## src/rtl/odo_round_key_sequencer.sv

```systemverilog
// Steps the key ROM through every period and hands each period's key to the
// round datapath for ROUNDS_PER_PERIOD valid/ready transfers.
module odo_round_key_sequencer #(
    parameter int NUM_PERIODS       = 9,
    parameter int ROUNDS_PER_PERIOD = 4,
    parameter int ROM_LAT           = 1,
    parameter int KEY_W             = 10
) (
    input  logic             clk,
    input  logic             reset,
    input  logic             start,
    output logic             busy,
    output logic             done,
    output logic [3:0]       period,
    input  logic [KEY_W-1:0] rom_key,
    output logic [KEY_W-1:0] key_out,
    output logic             key_valid,
    input  logic             key_ready,
    output logic [3:0]       key_period,
    output logic [7:0]       key_round,
    output logic             key_last
);

    localparam int WW = (ROM_LAT < 1) ? 1 : $clog2(ROM_LAT + 1);
    localparam int RW = (ROUNDS_PER_PERIOD > 1) ? $clog2(ROUNDS_PER_PERIOD) : 1;
    localparam logic [WW-1:0] WAIT_LAST   = WW'(ROM_LAT);
    localparam logic [RW-1:0] RPP_LAST    = RW'(ROUNDS_PER_PERIOD - 1);
    localparam logic [3:0]    PERIOD_LAST = 4'(NUM_PERIODS - 1);

    typedef enum logic [1:0] {
        IDLE    = 2'd0,
        FETCH   = 2'd1,
        PRESENT = 2'd2,
        DONE    = 2'd3
    } state_t;

    state_t             state_reg, state_next;
    logic [3:0]         period_reg, period_next;
    logic [WW-1:0]      wait_cnt_reg, wait_cnt_next;
    logic [RW-1:0]      rpp_cnt_reg, rpp_cnt_next;
    logic [KEY_W-1:0]   key_out_reg, key_out_next;
    logic               key_valid_reg, key_valid_next;
    logic [3:0]         key_period_reg, key_period_next;
    logic [7:0]         key_round_reg, key_round_next;

    always_ff @(posedge clk) begin
        if (reset) begin
            state_reg      <= IDLE;
            period_reg     <= '0;
            wait_cnt_reg   <= '0;
            rpp_cnt_reg    <= '0;
            key_out_reg    <= '0;
            key_valid_reg  <= 1'b0;
            key_period_reg <= '0;
            key_round_reg  <= '0;
        end else begin
            state_reg      <= state_next;
            period_reg     <= period_next;
            wait_cnt_reg   <= wait_cnt_next;
            rpp_cnt_reg    <= rpp_cnt_next;
            key_out_reg    <= key_out_next;
            key_valid_reg  <= key_valid_next;
            key_period_reg <= key_period_next;
            key_round_reg  <= key_round_next;
        end
    end

    always_comb begin
        state_next      = state_reg;
        period_next     = period_reg;
        wait_cnt_next   = wait_cnt_reg;
        rpp_cnt_next    = rpp_cnt_reg;
        key_out_next    = key_out_reg;
        key_valid_next  = key_valid_reg;
        key_period_next = key_period_reg;
        key_round_next  = key_round_reg;

        case (state_reg)
            IDLE: begin
                if (start) begin
                    state_next     = FETCH;
                    period_next    = '0;
                    wait_cnt_next  = '0;
                    rpp_cnt_next   = '0;
                    key_round_next = '0;
                end
            end
            FETCH: begin
                // The ROM output becomes valid ROM_LAT edges after the period change.
                if (wait_cnt_reg == WAIT_LAST) begin
                    key_out_next    = rom_key;
                    key_period_next = period_reg;
                    key_valid_next  = 1'b1;
                    state_next      = PRESENT;
                end else begin
                    wait_cnt_next = wait_cnt_reg + 1'b1;
                end
            end
            PRESENT: begin
                if (key_valid_reg && key_ready) begin
                    key_round_next = key_round_reg + 8'd1;
                    if (rpp_cnt_reg == RPP_LAST) begin
                        rpp_cnt_next   = '0;
                        key_valid_next = 1'b0;
                        if (period_reg == PERIOD_LAST) begin
                            state_next = DONE;
                        end else begin
                            period_next   = period_reg + 4'd1;
                            wait_cnt_next = '0;
                            state_next    = FETCH;
                        end
                    end else begin
                        rpp_cnt_next = rpp_cnt_reg + 1'b1;
                    end
                end
            end
            DONE: begin
                period_next    = '0;
                key_round_next = '0;
                state_next     = IDLE;
            end
            default: state_next = IDLE;
        endcase
    end

    assign busy       = (state_reg != IDLE);
    assign done       = (state_reg == DONE);
    assign period     = period_reg;
    assign key_out    = key_out_reg;
    assign key_valid  = key_valid_reg;
    assign key_period = key_period_reg;
    assign key_round  = key_round_reg;
    assign key_last   = key_valid_reg && (period_reg == PERIOD_LAST) &&
                        (rpp_cnt_reg == RPP_LAST);

endmodule

```

## config.mk

```make
export PLATFORM = sky130hd
export DESIGN_NAME = odo_round_key_sequencer
export DESIGN_NICKNAME = d
export VERILOG_FILES = /design/src/rtl/odo_round_key_sequencer.sv
export SDC_FILE = /design/constraint.sdc
export NUM_CORES = 1
export LEC_CHECK = 0
export CORE_ASPECT_RATIO = 0.8
export CORE_UTILIZATION = 41
export DETAILED_ROUTE_END_ITERATION = 10
export PLACE_DENSITY = 0.77
export SETUP_SLACK_MARGIN = 0.02
export SLEW_MARGIN = 25
export SYNTH_ARGS = -nofsm -noshare
export SYNTH_HDL_FRONTEND = slang
export SYNTH_SLANG_ARGS = --single-unit
```

## constraint.sdc

```tcl
create_clock -name clk -period 1.65 [get_ports clk]
set_input_delay 0.4125 -clock clk [delete_from_list [all_inputs] [get_ports clk]]
set_output_delay 0.4125 -clock clk [all_outputs]
set_load 0.005 [all_outputs]
```

# Word level (Yosys, flattened, before mapping)
# Index checks and enable logic that the tools add are counted.
op_classes:
  n_mux: 28
  add_sub_neg: 4
  eq_ne: 10
  reduce_logical: 16
op_table:
  columns: ["op", "count"]
  rows:
  - ["8-bit one-hot mux with 3 select lines", 1]
  - ["2-bit 2-to-1 mux", 8]
  - ["4-bit 2-to-1 mux", 4]
  - ["8-bit 2-to-1 mux", 2]
  - ["4-bit one-hot mux with 3 select lines", 1]
  - ["2-bit inequality test, second input constant", 5]
  - ["5-bit AND reduction", 2]
  - ["8-bit by 1-bit adder with 8-bit output, second input constant", 1]
  - ["1-bit 2-to-1 mux", 8]
  - ["2-bit one-hot mux with 4 select lines", 1]
  - ["4-bit AND reduction", 2]
  - ["2-bit == test, second input constant", 3]
  - ["3-bit AND reduction", 2]
  - ["2-bit nonzero test", 3]
  - ["3-bit nonzero test", 2]
  - ["4-bit by 1-bit adder with 4-bit output, second input constant", 1]
  - ["4-bit == test, second input constant", 1]
  - ["2-bit one-hot mux with 2 select lines", 1]
  - ["1-bit logical AND", 3]
  - ["1-bit one-hot mux with 3 select lines", 1]
  - ["2-bit by 1-bit adder with 2-bit output, second input constant", 1]
  - ["2-bit by 1-bit == test with 1-bit output, second input constant", 1]
  - ["2-bit logical NOT", 1]
  - ["1-bit one-hot mux with 2 select lines", 1]
  - ["other kinds (2)", 2]
word_totals:
  wordCells: 66
  inputBits: 14
  reg_bits: 32
  out_inout_bits: 30

# Longest topological paths before layout
# Gate-level depths: netlist of the first run.
depth:
  word_depth: 5
  mapped_depth: 7
  ltp_nobuf: 6

# Worst setup path before layout of the first run
# No wires, ideal clock.
synth_path:
  path_kind: "reg-to-reg"
  startpoint: "register period_reg[0] (netlist: period[0])"
  endpoint: "register period_reg[0] (netlist: period[0])"
  path_buffers: 0
  synth_period_minus_slack_ns: 1.682
  path_slack_ns: -0.032
  path_stages_with_launch: 7
  required_ns: 1.563
  setup_time_ns: 0.087
  arrival_time_ns: 1.595
  cell_sequence: "dfxtp_1 inv_1 ha_1 and3b_1 or2_2 or4_1 o31ai_1"
synth_between:
  elab_chain_len: 5
  word_cells_on_any_way: 8
  cone_classes: "add/sub (1); eq/ne (2); mux (4); reduce/logical (1)"
synth_rtl:
  columns: ["item", "line_no", "rtl"]
  rows:
  - ["start: declaration", "38", "logic [3:0] period_reg, period_next;"]
  - ["start signal: assignment", "58", "period_reg <= period_next;"]
  - ["4-bit by 1-bit adder with 4-bit output", "108", "period_next = period_reg + 4'd1;"]
  - ["4-bit 2-to-1 mux", "105", "if (period_reg == PERIOD_LAST) begin"]
  - ["4-bit 2-to-1 mux", "102", "if (rpp_cnt_reg == RPP_LAST) begin"]
  - ["4-bit 2-to-1 mux", "100", "if (key_valid_reg && key_ready) begin"]
  - ["4-bit one-hot mux with 3 select lines", "78", "case (state_reg)"]
# Several ways; a longest one is shown, not always the timed one. The select of a mux whose other input is x is not followed.
# A chain may end at the register's enable or synchronous reset.

# Worst setup path after layout of the first run
layout_path:
  startpoint: "register period_reg[1] (netlist: period[1])"
  endpoint: "register period_reg[0] (netlist: period[0])"
layout_between:
  elab_chain_len: 3
layout_rtl:
  columns: ["item", "line_no"]
  rows:
  - ["4-bit == test", "105"]
  - ["2-bit inequality test (no source line)", null]
  - ["5-bit AND reduction (no source line)", null]
# Every way passes these cells.

==> flow_metrics.env, run 1 <==
export IMPL_setup_viol=4
export IMPL_violations="setup timing"
export IMPL_place_gp_congestion=0.832
export IMPL_p_leak_uw=0.000906
export IMPL_dp_hpwl_mm=3.02
export IMPL_critPathCaptureType="register"
export IMPL_min_path_type="reg2reg"
export IMPL_ys_async_sr_fraction_pct=0
export IMPL_synth_cell_types=40
export IMPL_critPathKind="reg2reg"
export IMPL_io_pins=44
export IMPL_final_hold_viol_count=0
export IMPL_synthesis_nets=191
export IMPL_syn_inst=173
export IMPL_synth_top_area_share_pct=44.1
export IMPL_drv_cap=0
export IMPL_cts_tree="built"
export IMPL_first_global_vias=1442
export IMPL_path_max_fanout=3
export IMPL_worst_slew_pin_slew_ns=0.534
export IMPL_die_area_um2=3790
export IMPL_core_area_um2=3220
export IMPL_vias=1637
export IMPL_status="finished with violations"
export IMPL_synth_area_leaders="dfxtp_1, a21oi_1, nand2_1"
export IMPL_viasPerCell=5.66
export IMPL_slew_headroom_pct=64.3
export IMPL_dp_worst_setup_slack_ns=-0.327
export IMPL_met3_length_um=299
export IMPL_drv_slew=0
export IMPL_worstPathArrival_ns=1.93
export IMPL_drive_above_1_share_pct=31.7
export IMPL_fin_crit_ns=1.73
export IMPL_peakVddDrop_uv=397
export IMPL_rows=18
export IMPL_netlist_top_cells_count="nand2_1, dfxtp_1, a21oi_1"
export IMPL_htreeDepth=2
export IMPL_yosysMostFrequentCell="nand2_1"
export IMPL_cts_buffers=5
export IMPL_drt_initial_drc_count=122
export IMPL_ys_seq_area_share_pct=44.1
export IMPL_die_h_um=55.2
export IMPL_start_kind="register"
export IMPL_routed_wl_mm=4.75
export IMPL_synth_edf_count=0
export IMPL_largest_reg_flops=10
export IMPL_min_delay_path_depth=2
export IMPL_finClkSkew_ns=0.00128
export IMPL_initial_core_util_pct=45.1
export IMPL_final_util_pct=72.7
export IMPL_setup_ws_ns=-0.0752
export IMPL_max_freq_mhz=580
export IMPL_grt_overflow=0
export IMPL_diodes=0
export IMPL_post_route_period_util_pct=105
export IMPL_grt_max_degree=16
export IMPL_dr_wl_met2_mm=2.29
export IMPL_rr_worst_depth=7
export IMPL_synth_top_cell_by_area="dfxtp_1"
export IMPL_drc=0
export IMPL_root_buffer="clkbuf_8"
export IMPL_ys_seq_elements=32
export IMPL_final_cell_count_no_fill=289
export IMPL_dr_pass1_iters=4
export IMPL_worstPathRequired_ns=1.85
export IMPL_clk_pin_slew_ns=0.06
export IMPL_insertion_delay_ns=0.28
export IMPL_ant_nets=0
export IMPL_grt_usage_pct=24.1
export IMPL_grt_pass1_wl_mm=6.73
export IMPL_clock_path_buffers=2
export IMPL_wl_per_cell_um=16.4
export IMPL_rsz0062_at_grt="yes"
export IMPL_tns_ns=-0.162
export IMPL_nNetsFinal=267
export IMPL_yosysWarnings=0
export IMPL_power_density_nw_per_um2=668
export IMPL_p_total_uw=1560
export IMPL_portBuffers=43
export IMPL_synthFlopType="dfxtp_1"
export IMPL_clock_sinks=32
export IMPL_die_x_um=68.6
export IMPL_syn_avg_cell_area_um2=8.40
export IMPL_antenna_found_initial=0
export IMPL_wl_met1_mm=1.94
export IMPL_synthToLayoutAreaGrowth_pct=61.2
export IMPL_top_layer_used="met4"
export IMPL_dpl_cell_count=274
export IMPL_netlist_area_um2=1450
export IMPL_cts_hold_buf=0
## final timing paths
| kind | from | end | slack [ns] |
|---|---|---|---|
| max | period[1] | period[0] | -0.08 |
| min | key_out[0] | key_out[0] | 0.45 |
| min reg2reg | key_out[0] | key_out[0] | 0.45 |
| max reg2reg | period[1] | period[0] | -0.08 |
## critical path, stage by stage, from the launching register on
cell and delay, ns:
dfxtp_2 0.34, inv_2 0.05, ha_4 0.14, and3b_2 0.22
buf_4 0.15, or2_4 0.25, or4_4 0.42, o31ai_2 0.07
## per-layer routing
| layer | up-vias | global-route usage (%) |
|---|---|---|
| li1 | 762 | - |
| met1 | 773 | 30.0 |
| met2 | 75 | 37.4 |
| met3 | 27 | 5.37 |
| met4 | 0 | 13.7 |
| met5 | - | 0 |
## power breakdown
part / total (uW) / leakage (uW) / internal (uW) / switching (uW)
clock network: 564 / 0.0000410 / 286 / 278
logic: 208 / 0.000598 / 110 / 97.4
registers: 792 / 0.000267 / 780 / 12.8
total: 1560 / 0.000906 / 1180 / 388
## placed cells by master, fill, tap and decap left out, drive strengths merged, types with 2 or more instances in the layout
cell type / instances
nand2b: 2
a21oi: 27
inv: 4
clkdlybuf4s50: 32
dlygate4sd2: 8
or3: 5
nand4: 3
o221ai: 2
o21ai: 7
nor2: 7
clkbuf: 6
nor2b: 3
nand2: 34
and2: 3
or4: 2
buf: 35
ha: 4
nor3: 4
nand3: 7
dfxtp: 32
o31ai: 2
mux2i: 2
or2: 2
## timing repair
action                     in CTS  in global routing
setup endpoints to repair      17                 12
gates resized for setup        36                 18
buffers inserted                5                  4
pin swaps                       9                  3
## cell families after synthesis
| group | count (synthesis) | share of synthesized area, % |
|---|---|---|
| AO/OA/AOI/OAI | 45 | 19.4 |
| XOR/XNOR | 1 | 0.603 |
| adder cells (fa/ha/maj) | 4 | 3.45 |
| buffers and inverters | 12 | 3.79 |
| flip-flops | 32 | 44.1 |
| multiplexers | 2 | 1.38 |
| AND/OR/NAND/NOR | 77 | 27.3 |
## cell type report
type | count | area, um2
clock inverters | 1 | 5.00
clock buffers | 6 | 72.6
inverters | 4 | 15.0
well taps | 40 | 50.0
flip-flops and latches | 32 | 672
fillers | 224 | 878
multi-input cells | 129 | 825
repair buffers | 77 | 703
## per-stage QoR
stage	instance area (um2)	hold WS [ns]
6_report	2340	0.453
5_1_grt	2340	0.472
4_1_cts	2270	0.456
3_5_place_dp	2110	0.447
3_3_place_gp	2110	0.440
2_1_floorplan	1460	0.450
No activity file was read; power rests on OpenSTA's default activity.
==> inputs of run 2 (changes only) <==
--- a/config.mk
+++ b/config.mk
@@ -10,6 +10,7 @@
 export DETAILED_ROUTE_END_ITERATION = 10
 export PLACE_DENSITY = 0.77
 export SETUP_SLACK_MARGIN = 0.02
+export SKIP_CTS_REPAIR_TIMING = 1
 export SLEW_MARGIN = 25
 export SYNTH_ARGS = -nofsm -noshare
 export SYNTH_HDL_FRONTEND = slang
==> run 2 against run 1 <==
Total power is 0.63% higher. Flip-flop and latch count stayed put. Largest power group unchanged. Maximum frequency is 0.43% higher. Highest routed layer unchanged. Die area stayed put. Clock power is 0.9% higher. Worst hold slack better by 0.0019 ns. Combinational power hardly changed. First-iteration DRC count is 2.5% lower. Critical path depth is 2 lower. Clock skew is 0.0024 ns higher. Design area is 0.16% higher. The run still ends with setup timing left.
==> flow_metrics.env, run 2 (synthesis results as in run 1) <==
export IMPL_status="finished with violations"
export IMPL_violations="setup timing"
export IMPL_first_global_vias=1380
export IMPL_vias=1623
export IMPL_portBuffers=43
export IMPL_viasPerCell=5.64
export IMPL_worstPathRequired_ns=1.24
export IMPL_grt_usage_pct=23.1
export IMPL_rsz0062_at_grt="yes"
export IMPL_critPathCaptureType="output port"
export IMPL_p_seq_share_pct=50.5
export IMPL_diodes=0
export IMPL_drc=0
export IMPL_drt_initial_drc_count=119
export IMPL_final_hold_viol_count=0
export IMPL_power_density_nw_per_um2=671
export IMPL_r2r_setup_slack_ns=-0.05
export IMPL_clk_pin_slew_ns=0.06
export IMPL_hold_slack_ns=0.455
export IMPL_dp_hpwl_mm=3.02
export IMPL_p_switching_uw=393
export IMPL_hold_path_startpoint="key_out[0]"
export IMPL_worst_slew_pin_slew_ns=0.565
export IMPL_comb_power_share_pct=13.3
export IMPL_largest_reg_flops=10
export IMPL_grt_pass1_wl_mm=6.44
export IMPL_most_common_layout_cells="nand2_1, clkdlybuf4s50_1, buf_4"
export IMPL_finClkSkew_ns=0.00373
export IMPL_r2r_start="period[1]"
export IMPL_clock_sinks=32
export IMPL_post_route_period_util_pct=104
export IMPL_dr_pass1_iters=4
export IMPL_initial_core_util_pct=45.1
export IMPL_p_sw_share_pct=25.0
export IMPL_drive_above_1_share_pct=31.0
export IMPL_min_delay_path_depth=2
export IMPL_final_common_cell="nand2_1"
export IMPL_drv_slew=0
export IMPL_fin_crit_ns=1.72
export IMPL_place_gp_congestion=0.832
export IMPL_cts_buffers=5
export IMPL_rows=18
export IMPL_rr_worst_depth=7
export IMPL_synthToLayoutAreaGrowth_pct=61.5
export IMPL_critPathKind="reg2out"
export IMPL_peakVddDrop_uv=398
export IMPL_die_h_um=55.2
export IMPL_nNetsFinal=266
export IMPL_die_area_um2=3790
export IMPL_ant_nets=0
export IMPL_clock_path_buffers=2
export IMPL_slew_headroom_pct=62.2
export IMPL_grt_overflow=0
export IMPL_setup_ws_ns=-0.0678
export IMPL_max_freq_mhz=582
export IMPL_htreeDepth=2
export IMPL_holdPathEnd="key_out[0]"
export IMPL_insertion_delay_ns=0.29
export IMPL_drv_cap=0
export IMPL_path_max_fanout=2
export IMPL_p_clk_share_pct=36.2
export IMPL_start_kind="register"
export IMPL_worstPathArrival_ns=1.31
export IMPL_core_area_um2=3220
export IMPL_tns_ns=-0.118
export IMPL_root_buffer="clkbuf_8"
export IMPL_wl_per_cell_um=16.6
export IMPL_die_x_um=68.6
export IMPL_grt_max_degree=16
export IMPL_min_path_type="reg2reg"
export IMPL_p_int_uw=1180
export IMPL_antenna_found_initial=0
export IMPL_cts_tree="built"
export IMPL_routed_wl_mm=4.79
export IMPL_timing_rr_end="period[0]"
export IMPL_io_pins=44
export IMPL_setup_viol=2
export IMPL_p_leak_uw=0.00101
-- run 2: cell count changes in the layout (fill, tap and decap cells not counted), sizes merged --
| cell | change |
|---|---|
| dlygate4sd2 | -8 |
| buf | -2 |
| clkbuf | +1 |
| dlymetal6s2s | +9 |
| clkdlybuf4s15 | -1 |
-- run 2: critical path: stages, from the launching register on --
cell and delay, ns:
dfxtp_2 0.33, inv_2 0.08, ha_4 0.14, and3b_1 0.19, and3_4 0.18, clkbuf_2 0.10
-- run 2: layout make-up --
class                      count  area, um2
sequential                    32        671
inverter                       4       15.0
clock buffer                   6       72.6
clock inverter                 1       5.00
tap                           40       50.0
multi-input combinational    129        818
timing repair buffer          76        714
fill                         223        875
-- run 2: power by group through the flow --
stage / clock network, uW / registers (uW) / logic (uW)
global route: 621 / 797 / 222
detailed placement: 0 / 818 / 186
finish: 569 / 796 / 209
global placement: 0 / 818 / 182
floorplan: 0 / 813 / 88.7
CTS: 567 / 801 / 189
-- run 2: per-layer routing --
| layer | GRT usage [%] | routed length, um | vias up | part of all wire, % |
|---|---|---|---|---|
| met5 | 0 | 0 | - | 0 |
| met2 | 35.9 | 2360 | 74 | 49 |
| met4 | 12.2 | 170 | 0 | 3.6 |
| li1 | - | - | 758 | - |
| met1 | 29.1 | 1980 | 772 | 41 |
| met3 | 5.37 | 280 | 19 | 5.8 |
-- run 2: how the worst max path moves through the flow --
stage / start / endpoint / slack [ns] / depth (start not counted)
detailed placement: start / key_round[7] / -0.33 / 5
global route: period[1] / key_last / -0.11 / 5
finish: period[1] / key_last / -0.07 / 5
global placement: start / key_round[7] / -0.27 / 5
CTS: period[0] / key_last / -0.47 / 5
floorplan: period[0] / period[0] / 0.08 / 6
-- run 2: per-stage QoR --
step | cells | utilization [%] | instance area (um2) | setup slack (ns) | total power (uW)
6_report | 288 | 72.8 | 2350 | -0.0678 | 1570
5_1_grt | 288 | 72.8 | 2350 | -0.108 | 1640
4_1_cts | 281 | 67.8 | 2180 | -0.469 | 1560
3_5_place_dp | 274 | 65.4 | 2110 | -0.327 | 1000
3_3_place_gp | 274 | 65.4 | 2110 | -0.273 | 999
2_1_floorplan | 173 | - | 1460 | 0.0832 | 902
